File: src/rtl/mem_arb_pkg.sv
// Shared constants and types for the datapath memory-port arbiter.
package mem_arb_pkg;

  localparam int unsigned ARB_WORD_WIDTH = 16;
  localparam int unsigned ARB_MAX_BURST  = 8;
  localparam int unsigned BURST_CNT_W    = 8;

  typedef enum logic {
    IDLE = 1'b0,
    BUSY = 1'b1
  } arb_state_e;

  // Requester slots on the shared port
  localparam int unsigned REQ_REWARD  = 0;
  localparam int unsigned REQ_QUPDATE = 1;
  localparam int unsigned REQ_FWD     = 2;
  localparam int unsigned REQ_HOST    = 3;

  // Memory region bases used by the requesters
  localparam logic [ARB_WORD_WIDTH-1:0] FB_BASE      = 16'h0048;
  localparam logic [ARB_WORD_WIDTH-1:0] QTAB_BASE    = 16'h0148;
  localparam logic [ARB_WORD_WIDTH-1:0] QTAB_HI_BASE = 16'h01C8;

endpackage

File: src/rtl/mem_port_arbiter_rr_pick.sv
// Combinational round-robin picker: first request above ptr, wrapping.
module rr_pick #(
  parameter int unsigned NUM_REQ = 4,
  parameter int unsigned PTR_W   = 2
) (
  input  logic [NUM_REQ-1:0] req_i,
  input  logic [PTR_W-1:0]   ptr_i,
  output logic [NUM_REQ-1:0] win_o,
  output logic               valid_o
);

  logic [PTR_W-1:0] idx_c;
  logic             found_c;

  // Scan (ptr+1) .. (ptr+NUM_REQ) modulo NUM_REQ; the last slot is ptr itself
  always_comb begin
    win_o   = '0;
    found_c = 1'b0;
    idx_c   = '0;
    for (int unsigned k = 1; k <= NUM_REQ; k++) begin
      idx_c = PTR_W'((32'(ptr_i) + k) % NUM_REQ);
      if (!found_c && req_i[idx_c]) begin
        win_o[idx_c] = 1'b1;
        found_c      = 1'b1;
      end
    end
  end

  assign valid_o = |req_i;

endmodule

File: src/rtl/mem_port_arbiter.sv
// Round-robin arbiter sharing one synchronous word memory port among requesters,
// with bounded bursts, optional lock and a one-cycle idle bubble between grants.
module mem_port_arbiter
  import mem_arb_pkg::*;
#(
  parameter int unsigned NUM_REQ    = 4,
  parameter int unsigned WORD_WIDTH = ARB_WORD_WIDTH,
  parameter int unsigned MAX_BURST  = ARB_MAX_BURST
) (
  input  logic                          clock_i,
  input  logic                          reset_i,
  input  logic [NUM_REQ-1:0]            req_i,
  input  logic [NUM_REQ-1:0]            lock_i,
  input  logic [NUM_REQ-1:0]            req_wr_i,
  input  logic [NUM_REQ*WORD_WIDTH-1:0] req_addr_i,
  input  logic [NUM_REQ*WORD_WIDTH-1:0] req_wdata_i,
  output logic [NUM_REQ-1:0]            gnt_o,
  output logic [NUM_REQ-1:0]            rvalid_o,
  output logic [WORD_WIDTH-1:0]         rdata_o,
  output logic [WORD_WIDTH-1:0]         mem_addr_o,
  output logic                          mem_wr_o,
  output logic [WORD_WIDTH-1:0]         mem_wdata_o,
  input  logic [WORD_WIDTH-1:0]         mem_rdata_i
);

  localparam int unsigned PTR_W = (NUM_REQ > 1) ? $clog2(NUM_REQ) : 1;
  localparam logic [BURST_CNT_W-1:0] BURST_LAST = BURST_CNT_W'(MAX_BURST - 1);
  localparam logic [BURST_CNT_W-1:0] BURST_SAT  = '1;

  arb_state_e               state_q, state_d;
  logic [NUM_REQ-1:0]       gnt_q, gnt_d;
  logic [NUM_REQ-1:0]       rvalid_q, rvalid_d;
  logic [BURST_CNT_W-1:0]   burst_q, burst_d;
  logic [PTR_W-1:0]         ptr_q, ptr_d;

  logic [NUM_REQ-1:0]       pick_win_c;
  logic                     pick_valid_c;
  logic [PTR_W-1:0]         pick_idx_c;

  rr_pick #(
    .NUM_REQ (NUM_REQ),
    .PTR_W   (PTR_W)
  ) u_rr_pick (
    .req_i   (req_i),
    .ptr_i   (ptr_q),
    .win_o   (pick_win_c),
    .valid_o (pick_valid_c)
  );

  // Convert the one-hot winner into an index for the pointer
  always_comb begin
    pick_idx_c = '0;
    for (int unsigned i = 0; i < NUM_REQ; i++) begin
      if (pick_win_c[i]) pick_idx_c = PTR_W'(i);
    end
  end

  // Next-state: grant from IDLE, count accesses and release from BUSY
  always_comb begin
    state_d  = state_q;
    gnt_d    = gnt_q;
    ptr_d    = ptr_q;
    burst_d  = burst_q;
    rvalid_d = '0;
    case (state_q)
      IDLE: begin
        if (pick_valid_c) begin
          gnt_d   = pick_win_c;
          ptr_d   = pick_idx_c;
          burst_d = '0;
          state_d = BUSY;
        end
      end
      BUSY: begin
        if (!req_i[ptr_q]) begin
          gnt_d   = '0;
          state_d = IDLE;
        end else begin
          rvalid_d[ptr_q] = ~req_wr_i[ptr_q];
          if (burst_q != BURST_SAT) burst_d = burst_q + BURST_CNT_W'(1);
          if (!lock_i[ptr_q] && (burst_q == BURST_LAST)) begin
            gnt_d   = '0;
            state_d = IDLE;
          end
        end
      end
      default: begin
        gnt_d   = '0;
        state_d = IDLE;
      end
    endcase
  end

  // State register; reset leaves requester 0 with first priority
  always_ff @(posedge clock_i) begin
    if (reset_i) begin
      state_q  <= IDLE;
      gnt_q    <= '0;
      rvalid_q <= '0;
      burst_q  <= '0;
      ptr_q    <= PTR_W'(NUM_REQ - 1);
    end else begin
      state_q  <= state_d;
      gnt_q    <= gnt_d;
      rvalid_q <= rvalid_d;
      burst_q  <= burst_d;
      ptr_q    <= ptr_d;
    end
  end

  // Memory port follows the granted requester; quiet in IDLE and in reset
  always_comb begin
    mem_addr_o  = '0;
    mem_wdata_o = '0;
    mem_wr_o    = 1'b0;
    if (!reset_i && (state_q == BUSY)) begin
      mem_addr_o  = req_addr_i[32'(ptr_q) * WORD_WIDTH +: WORD_WIDTH];
      mem_wdata_o = req_wdata_i[32'(ptr_q) * WORD_WIDTH +: WORD_WIDTH];
      mem_wr_o    = req_i[ptr_q] & req_wr_i[ptr_q];
    end
  end

  assign gnt_o    = gnt_q;
  assign rvalid_o = rvalid_q;
  assign rdata_o  = mem_rdata_i;

endmodule

File: config.mk
export PLATFORM = sky130hd
export DESIGN_NAME = mem_port_arbiter
export DESIGN_NICKNAME = d
export VERILOG_FILES = /design/src/rtl/mem_arb_pkg.sv /design/src/rtl/mem_port_arbiter_rr_pick.sv /design/src/rtl/mem_port_arbiter.sv
export SDC_FILE = /design/constraint.sdc
export NUM_CORES = 1
export LEC_CHECK = 0
export CAP_MARGIN = 20
export CORE_ASPECT_RATIO = 1.2
export CORE_MARGIN = 2
export CORE_UTILIZATION = 34
export CTS_CLUSTER_SIZE = 8
export DETAILED_ROUTE_END_ITERATION = 10
export GPL_ROUTABILITY_DRIVEN = 0
export GPL_TIMING_DRIVEN = 0
export HOLD_SLACK_MARGIN = 0.08
export PLACE_DENSITY_LB_ADDON = 0.05
export SLEW_MARGIN = 10
export SYNTH_ARGS = -nofsm -noshare
export SYNTH_HDL_FRONTEND = slang
export SYNTH_SLANG_ARGS = --single-unit
File: constraint.sdc
create_clock -name clock_i -period 5.5 [get_ports clock_i]
set_clock_uncertainty 0.2 [all_clocks]
set_input_delay 0.55 -clock clock_i [delete_from_list [all_inputs] [get_ports clock_i]]
set_output_delay 0.55 -clock clock_i [all_outputs]
set_load 0.1 [all_outputs]
# After elaboration in Yosys (flattened, before gate mapping)
# Cells that the tools add are included.
word_totals:
  wordCells: 105
  reg_bits: 19
  input_bits: 158
  out_inout_bits: 57
classes:
  bitwise: 8
  n_eq_ne: 6
  shift: 2
  reduce_logical: 20
  n_addsub: 5
  order_cmp: 10
  mux: 49
ops:
  columns: ["operator", "count"]
  rows:
  - ["64-bit by 7-bit variable part select with 16-bit output", 2]
  - ["16-bit 2-to-1 mux", 2]
  - ["4-bit 2-to-1 mux", 7]
  - ["8-bit 2-to-1 mux", 3]
  - ["1-bit 2-to-1 mux", 20]
  - ["8-bit case mux with 2 select lines", 1]
  - ["2-bit by 3-bit less-than comparator with 1-bit output, second input constant", 5]
  - ["1-bit binary-select mux with 2-bit select", 7]
  - ["4-bit bitwise OR", 3]
  - ["1-bit demux with 2-bit select", 5]
  - ["2-bit by 1-bit greater-or-equal comparator with 1-bit output, second input constant", 5]
  - ["1-bit logical AND", 10]
  - ["8-bit by 1-bit adder with 8-bit output, second input constant", 1]
  - ["8-bit by 3-bit == test with 1-bit output, second input constant", 1]
  - ["8-bit != test, second input constant", 1]
  - ["4-bit case mux with 2 select lines", 1]
  - ["1-bit logical NOT", 5]
  - ["2-bit by 1-bit adder with 2-bit output, second input constant", 2]
  - ["2-bit adder, second input constant", 2]
  - ["4-bit AND", 1]
  - ["2-bit 2-to-1 mux", 2]
  - ["2-bit by 1-bit != test with 1-bit output, second input constant", 2]
  - ["2-bit AND reduction", 2]
  - ["4-bit OR reduction", 1]
  - ["other kinds (7)", 9]

# Depth between registers and ports, before layout
# Gate-level depths: netlist (run 1).
depth:
  word_depth: 16
  mapped_depth: 11

# Modules after synthesis
# From an unflattened synthesis (run 1), not the netlist that was laid out.
hier_totals:
  hier_cells: 237
  area_unflattened_um2: 2408.6
modules_own_cells:
  columns: ["module", "seq_area_each_um2", "area_each_um2", "cells_per_inst", "instances"]
  rows:
  - ["mem_port_arbiter", 380.4, 2043.2, 198, 1]
  - ["rr_pick", 0.0, 365.4, 39, 1]

# Least setup slack after synthesis (run 1)
# No wires, ideal clock.
synth_path:
  kind: "reg-to-output"
  startpoint: "register ptr_q[0]"
  endpoint: "output mem_wr_o"
  stages_incl_launch_ff: 5
  t_arrival_ns: 3.287
  n_path_buf: 1
  setup_slack_ns: 1.463
  path_cell_list: "dfxtp_1 > buf_6 > mux4_2 > nand2_1 > nor3b_1"
synth_between:
  elab_chain_cells: 4
synth_lines:
  columns: ["element", "line", "text"]
  rows:
  - ["start: declaration", "mem_port_arbiter.sv:34", "logic [PTR_W-1:0] ptr_q, ptr_d;"]
  - ["start signal: assignment", "mem_port_arbiter.sv:101", "ptr_q <= PTR_W'(NUM_REQ - 1);"]
  - ["start signal: assignment", "mem_port_arbiter.sv:107", "ptr_q <= ptr_d;"]
  - ["1-bit binary-select mux with 2-bit select", "mem_port_arbiter.sv:119", "mem_wr_o = req_i[ptr_q] & req_wr_i[ptr_q];"]
  - ["1-bit 2-to-1 mux (implied by the code)", "mem_port_arbiter.sv:119", null]
  - ["1-bit AND (*)", "mem_port_arbiter.sv:119", null]
  - ["1-bit 2-to-1 mux (*)", "mem_port_arbiter.sv:116", "if (!reset_i && (state_q == BUSY)) begin"]
  - ["end: declaration", "mem_port_arbiter.sv:21", "output logic mem_wr_o,"]
# Mark *: on every way between the ends. The rest lies on a longest branch, timed or not. The select of a mux whose other input is x is not followed.

# Final worst setup path (run 1)
layout_path:
  startpoint: "input req_i[1]"
  endpoint: "output mem_wr_o"
layout_between:
  elab_chain_cells: 4
layout_lines:
  columns: ["element", "line", "text"]
  rows:
  - ["start: declaration", "mem_port_arbiter.sv:12", "input logic [NUM_REQ-1:0] req_i,"]
  - ["1-bit binary-select mux with 2-bit select", "mem_port_arbiter.sv:119", null]
  - ["1-bit 2-to-1 mux (implied by the code)", "mem_port_arbiter.sv:119", null]
  - ["1-bit AND", "mem_port_arbiter.sv:119", null]
  - ["1-bit 2-to-1 mux", "mem_port_arbiter.sv:116", null]
# No other way between the ends. The select of a mux whose other input is x is not followed.

==> results.md, run 1 <==
Timing:
- After layout, the worst path uses 70.6% of the clock period.
- The post-layout minimum cycle time is 3880 ps.
- Setup repair after global routing left no endpoint under its margin.
- The total of endpoints with negative setup slack in the final report is 0.
- The number of endpoints with negative hold slack in the final report is 0.
- The number of max-slew violations in the final report is 0.
- Headroom to the max-slew limit came out at 29.8%.
- For the pin with the worst max-slew slack, the measured transition is 1050 ps.
- Setup slack on the critical path of the routed design comes to 1620 ps.
- For the final routed database, the setup TNS stands at 0 ps.
- Static timing analysis puts the maximum clock frequency at 258 MHz.

Floorplan:
- During I/O placement, the number of pins put on the boundary was 215.
- The floorplan step defined a die boundary enclosing 7700 um2.
- Measured along the y axis, the die boundary spans 95.7 um.
- The floorplan has 33 rows.
- From left edge to right edge, the die measures 80.5 um.
- The region available for standard cell placement spans 6810 um2.
- For this configuration, the core starts out at a cell density of 35.0%.

GRT:
- The first global-routing pass estimated 13900 um of wire.
- For met1 alone, demand over resource in global routing was 29.9%.
- The residual overflow from global routing is 0.
- The met3 usage in global routing is 6.00%.
- The global routing's busiest layer is met2.
- The number of antenna violations at the first check in global routing is 0.
- The number of global-route vias before repair is 2608.
- Across every metal layer, demand over resource in global routing totals 23.7%.
- The global-route track usage on met2 is 39.9%.
- Entering global routing, the biggest net connects 12 pins.

Layout:
- The most common cell after layout, fill and taps aside is sky130_fd_sc_hd__clkdlybuf4s50_1.
- The synthesis-to-finish area growth is 89.6%.
- The post-layout net count is 593.
- 0 antenna diodes ended up in the layout.
- Leaving out fill and tap cells, the most frequent cells in the layout are sky130_fd_sc_hd__clkdlybuf4s50_1, sky130_fd_sc_hd__mux4_2, sky130_fd_sc_hd__nor2b_1, sky130_fd_sc_hd__dfxtp_1, sky130_fd_sc_hd__buf_4.
- The final cell utilization of the core is 66.4%.
- The fraction of final layout cells with drive strength greater than 1 is 18.1%.

Routing:
- The detailed-route via count is 2625.
- The routed design has 9380 um of wire.
- The average detailed-routed wire length per instance is 18.3 um.
- The count of TritonRoute iterations in the first routing pass is 4.
- The number of design-rule violations left by the first detailed-router iteration is 67.
- The post-detailed-route via-to-cell ratio is 5.13.
- Once detail routing completed, the nets flagged for antenna violations numbered 0.
- The residual DRC count is 0.

Power:
- The analysis attributes to cell leakage a power of 0.00168 uW.
- Power comes to 1630 uW.
- The total power per unit cell area is 360 nW/um2.
- The peak supply drop is 0.326 mV.

Logic synthesis:
- The count of synthesis-stage warnings from yosys is 0.
- The net count of the mapped netlist is 390.
- The summed instance area of the synthesized netlist is 2380 um2.
- After synthesis, flip-flops and latches occupy 15.9% of the total area.
- The most used flip-flop cell after synthesis is sky130_fd_sc_hd__dfxtp_1.
- The number of synthesized register bits is 19.
- The number of cells produced by synthesis is 223.
- The mean area per synthesized cell is 10.7 um2.
- Counting flops with an async set or reset pin after synthesis yields a share of 0%.
- Counting distinct cell types in the post-synthesis netlist gives 45.
- The synthesized design contains 0 enable-type register cells.

Placed design:
- The wire-length estimate of the detail-placed layout is 7930 um.
- The pre-CTS setup slack is 1670 ps.
- The number of buffers added on ports is 198.

Setup path:
- The setup path with the least slack is of type primary input to output port.
- The setup slack of the worst register-to-register path is 2270 ps.
- Of all nets on the critical path, the largest fanout is 6.
- The worst setup path is launched from a primary input.
- At the worst endpoint, the required time is 4750 ps.
- The arrival time reported for the critical path endpoint is 3130 ps.
- The element type at the critical path end is an output port.

Clock tree:
- TritonCTS built the clock tree.
- The number of setup buffers added after CTS is 0.
- In this run the number of H-tree levels came out at 1.
- Counting every sink on the clock net gives 19.
- The cell at the root of the clock tree is sky130_fd_sc_hd__clkbuf_8.
- Buffers inserted during clock tree synthesis total 3.
- The clock passes through at most 2 buffers.
- In this run, post-CTS hold repair placed 0 buffers.
- The register clock-pin slew on the reported worst setup and hold paths is 80 ps.
- The later pin in the worst-skew pair is clocked with a latency of 260 ps.
- The total of cells resized after clock tree synthesis is 0.

Run status:
- The flow ran to the end, and the final reports show no timing, DRC or antenna violations.

Hold path:
- The path class of the tightest hold or removal check is register to register.

Flow run:
- The number of max-capacitance violations reported is 0.
==> per-stage QoR <==
| step | cells | hold WS [ps] | instance area [um2] |
|---|---|---|---|
| 3_3_place_gp | 508 | 267 | 4480 |
| 2_1_floorplan | 223 | 261 | 2380 |
| 4_1_cts | 512 | 293 | 4520 |
| 6_report | 512 | 292 | 4520 |
| 3_5_place_dp | 508 | 278 | 4480 |
| 5_1_grt | 512 | 323 | 4520 |
==> layout make-up <==
| class | count | area [um2] |
|---|---|---|
| fill | 573 | 2290 |
| timing repair buffer | 198 | 1980 |
| buffer | 31 | 210 |
| tap | 87 | 109 |
| multi-input combinational | 168 | 1780 |
| sequential | 19 | 380 |
| clock buffer | 3 | 41.3 |
| inverter | 5 | 18.8 |
| clock inverter | 1 | 5.00 |
==> report_power, final <==
group | internal, uW | switching, uW
Clock | 50.5 | 49.8
Sequential | 160 | 23.8
Combinational | 577 | 767
==> sequential cells by signal (all words and copies together) (netlist names) <==
name	flops
burst_q	8
gnt_o	4
rvalid_o	4
ptr_q	2
state_q	1
==> routing by layer <==
layer  routed length (um)  share of wire [%]
met1                 3710                 39
met4                  211                2.2
met2                 4520                 48
met5                    0                  0
met3                  949                 10
==> cell usage after synthesis, drive strengths merged, types with 2 or more instances <==
library cell  number  share of area (%)
a21o               3               0.94
a21oi              8                1.7
nor4               3                1.0
nor2              13                2.0
dfxtp             19                 16
xnor2              6                2.2
a31oi              2               0.79
o211ai             3                1.9
mux2               2               0.94
clkbuf             7                1.1
nor3               2               0.42
nand2b             4                1.2
ha                 9                4.7
a211oi             3               0.94
inv                4               0.63
a22o               4                1.5
mux2i              2               0.84
or4                2               0.79
nor2b             32                8.4
and2               2               0.52
o21ai              3               0.63
nand2             10                1.6
buf               24                7.7
mux4              38                 36
nand3              6                1.3
==> final timing paths <==
check | startpoint | to | cells after the start
max | req_i[1] | mem_wr_o | 5
min reg2reg | burst_q[1] | burst_q[1] | 2
min | burst_q[1] | burst_q[1] | 2
max reg2reg | ptr_q[1] | gnt_o[1] | 9
==> cell families after synthesis <==
group / after synthesis / share of synthesized area [%]
buf+inv: 36 / 9.60
mux: 42 / 37.7
compound gates: 33 / 11.1
flops: 19 / 15.9
fa+ha+maj: 9 / 4.72
xor+xnor: 6 / 2.20
simple gates: 78 / 18.7
==> critical path, cell delays in order <==
cell and delay, ps:
sky130_fd_sc_hd__clkdlybuf4s50_1 570, sky130_fd_sc_hd__mux4_2 400, sky130_fd_sc_hd__nand2_1 160, sky130_fd_sc_hd__nor3b_1 260, sky130_fd_sc_hd__clkdlybuf4s50_1 1180
Power figures use the tool's default switching activity.
==> inputs of run 2 (changes only) <==
CORE_UTILIZATION = 32   (was 34)
clock period = 3.9 ns   (was 5.5 ns; I/O delays follow)
==> run 2 against run 1 <==
  * Die area grew 6.0%
  * Via count increased by 0.80%
  * Register-to-register slack worse by 1600 ps
  * Utilization decreased by 3.8 points
  * Setup slack worse by 1400 ps
  * Sequential power is 41% higher
  * Non-clock buffer count unchanged
  * Flip-flop and latch count unchanged
  * Sequential share of layout area hardly changed
  * Clock power grew 35%
  * Critical endpoint is now mem_wdata_o[11]
  * Largest power group unchanged
==> results.md, run 2 (synthesized netlist as in run 1, its figures left out) <==
Setup path:
- Traced cell by cell, the critical path runs through buf_4, clkbuf_1, mux4_2, nor2b_1, clkdlybuf4s50_1.
- The slowest stage of the critical path belongs to the cell sky130_fd_sc_hd__clkdlybuf4s50_1.
- The delay contributed by the slowest stage of the critical path was 1160 ps (-20 ps).
- The maximum net fanout on the critical path is 10 (+4).
- The worst path required time is 3310 ps (-1440 ps).
- STA classifies the critical path endpoint as an output port.
- STA classifies the critical path startpoint as a register.
- The arrival time reported for the critical path endpoint is 3130 ps (about the same).
- The critical path is of the register to output port type.

Timing:
- The total of endpoints with negative setup slack in the final report is 0 (unchanged).
- The post-route setup TNS is 0 ps (unchanged).
- The final worst hold slack is 285 ps (-6.97 ps).
- The worst slew slack as a fraction of its limit is 27.6% (-2.3 points).
- The post-layout minimum cycle time is 3720 ps.
- The slew at the pin closest to its max-slew limit is 1080 ps (+34.0 ps).
- Timing would allow up to 269 MHz.
- The number of endpoints with negative hold slack in the final report came to 0 (unchanged).
- Setup repair after global routing left no endpoint under its margin.
- The number of max-slew violations in the final report is 0 (unchanged).
- Of the available clock period, the critical path in the final layout requires 95.4%.

Clock tree:
- The level count of the clock H-tree is 1 (unchanged).
- TritonCTS built the clock tree.
- The number of clock buffers inserted by TritonCTS is 3 (unchanged).
- The total of cells resized after clock tree synthesis is 0 (unchanged).
- The tree is rooted in a sky130_fd_sc_hd__clkbuf_8.
- The insertion delay of the later-clocked pin in the worst-skew pair is 260 ps (about the same).
- The register clock-pin slew on the reported worst setup and hold paths is 60 ps (-20 ps).
- The number of setup buffers added after CTS came to 0 (unchanged).
- The TritonCTS sink count came to 19 (unchanged).
- The hold-fix buffer count after cts is 0 (unchanged).
- The maximum buffer depth of the clock tree is 2 (unchanged).

Hold path:
- In this run the worst hold path is classified as register to register.

GRT:
- The largest net degree at the start of global routing is 12 (unchanged).
- The number of antenna violations at the first check in global routing came to 0 (unchanged).
- The aggregate global-route resource usage is 23.6% (-0.10 points).
- The residual overflow from global routing is 0 (unchanged).
- The wire length of the first global-routing pass is 15400 um (+11%).
- The number of global-route vias before repair is 2690 (+3.1%).

Placed design:
- The number of buffers added on ports is 198 (unchanged).
- The detailed-placement wirelength estimate came to 8590 um (+8.3%).

Power:
- The peak supply drop is 0.366 mV (+12%).
- The overall power consumption is 2300 uW (+41%).
- The leakage power figure came to 0.00168 uW (unchanged).
- The total power per unit cell area is 508 nW/um2 (+41%).

Routing:
- The count of nets left with antenna violations after detail routing is 0 (unchanged).
- The count of TritonRoute iterations in the first routing pass is 5 (+1).
- The number of design-rule violations left by the first detailed-router iteration is 69 (+3.0%).
- The detailed-route via count is 2646 (+0.80%).
- The post-detailed-route via-to-cell ratio is 5.14 (+0.21%).
- The residual DRC count is 0 (unchanged).
- The average detailed-routed wire length per instance is 19.3 um (+5.4%).
- The total wire length after detailed routing is 9950 um (+6.0%).

Floorplan:
- The floorplan die width came to 82.8 um (+2.9%).
- The number of rows created at floorplan is 34 (+3.0%).
- The effective utilization at floorplan is 33.0% (-2.0 points).
- The die footprint is 8160 um2 (+6.0%).
- The core outline area is 7230 um2 (+6.2%).
- The count of boundary I/O pins is 215 (unchanged).
- The height of the die is 98.6 um (+2.9%).

Layout:
- The post-layout net count is 593 (unchanged).
- The fraction of final layout cells with drive strength greater than 1 came to 18.1% (unchanged).
- The register ranked first by flip-flop count is burst_q.
- In the layout the commonest cells are sky130_fd_sc_hd__clkdlybuf4s50_1, sky130_fd_sc_hd__mux4_2, sky130_fd_sc_hd__nor2b_1, sky130_fd_sc_hd__dfxtp_1, sky130_fd_sc_hd__buf_4.
- The synthesis-to-finish area growth came to 89.8% (about the same).
- The most common cell after layout, fill and taps aside is sky130_fd_sc_hd__clkdlybuf4s50_1.
- The count of inserted antenna diode cells is 0 (unchanged).
- The number of flip-flops in the largest register was 8 (unchanged).

Flow run:
- The number of max-capacitance violations reported is 0 (unchanged).

Run status:
- The flow ran to the end, and the final reports show no timing, DRC or antenna violations.
run 2: path summary, 6_finish.rpt:
| check | to | cells past startpoint | from | slack, ps |
|---|---|---|---|---|
| setup reg to reg | gnt_o[1] | 9 | ptr_q[1] | 660 |
| hold reg to reg | gnt_o[3] | 2 | gnt_o[3] | 290 |
| hold / removal | gnt_o[3] | 2 | gnt_o[3] | 290 |
| setup / recovery | mem_wdata_o[11] | 5 | ptr_q[1] | 180 |
run 2: stage by stage:
stage,setup WS (ps),cells,utilization (%),cell area (um2)
after detailed placement,363,511,61.9,4480
after global placement,348,511,61.9,4480
after floorplan,22.7,223,-,2380
after CTS,149,515,62.6,4530
after global routing,30.1,515,62.6,4530
final,179,515,62.6,4530
run 2: layout make-up:
type                    count  area (um2)
fillers                   615        2710
repair buffers            198        1980
multi-input cells         168        1780
flip-flops and latches     19         380
plain buffers              31         210
well taps                  90         113
clock buffers               3        41.3
inverters                   5        18.8
clock inverters             1        5.00
run 2: report_power, final:
group          total, uW  internal [uW]  switching, uW
combinational       1900            815           1090
clock                135           71.0           64.3
sequential           259            226           32.8
run 2: per-layer routing:
metal	global-route usage, %	wire [um]	up-vias
li1	-	-	1237
met1	30.9	4120	1299
met2	42.2	5160	102
met3	3.60	586	8
met4	3.53	82	0
met5	0	0	-
run 2: worst max-delay path: cells and delay by family (launching register included):
family / cells / cell delay, ps
buf+inv: 3 / 1920
simple gates: 1 / 130
flops: 1 / 470
mux: 1 / 350
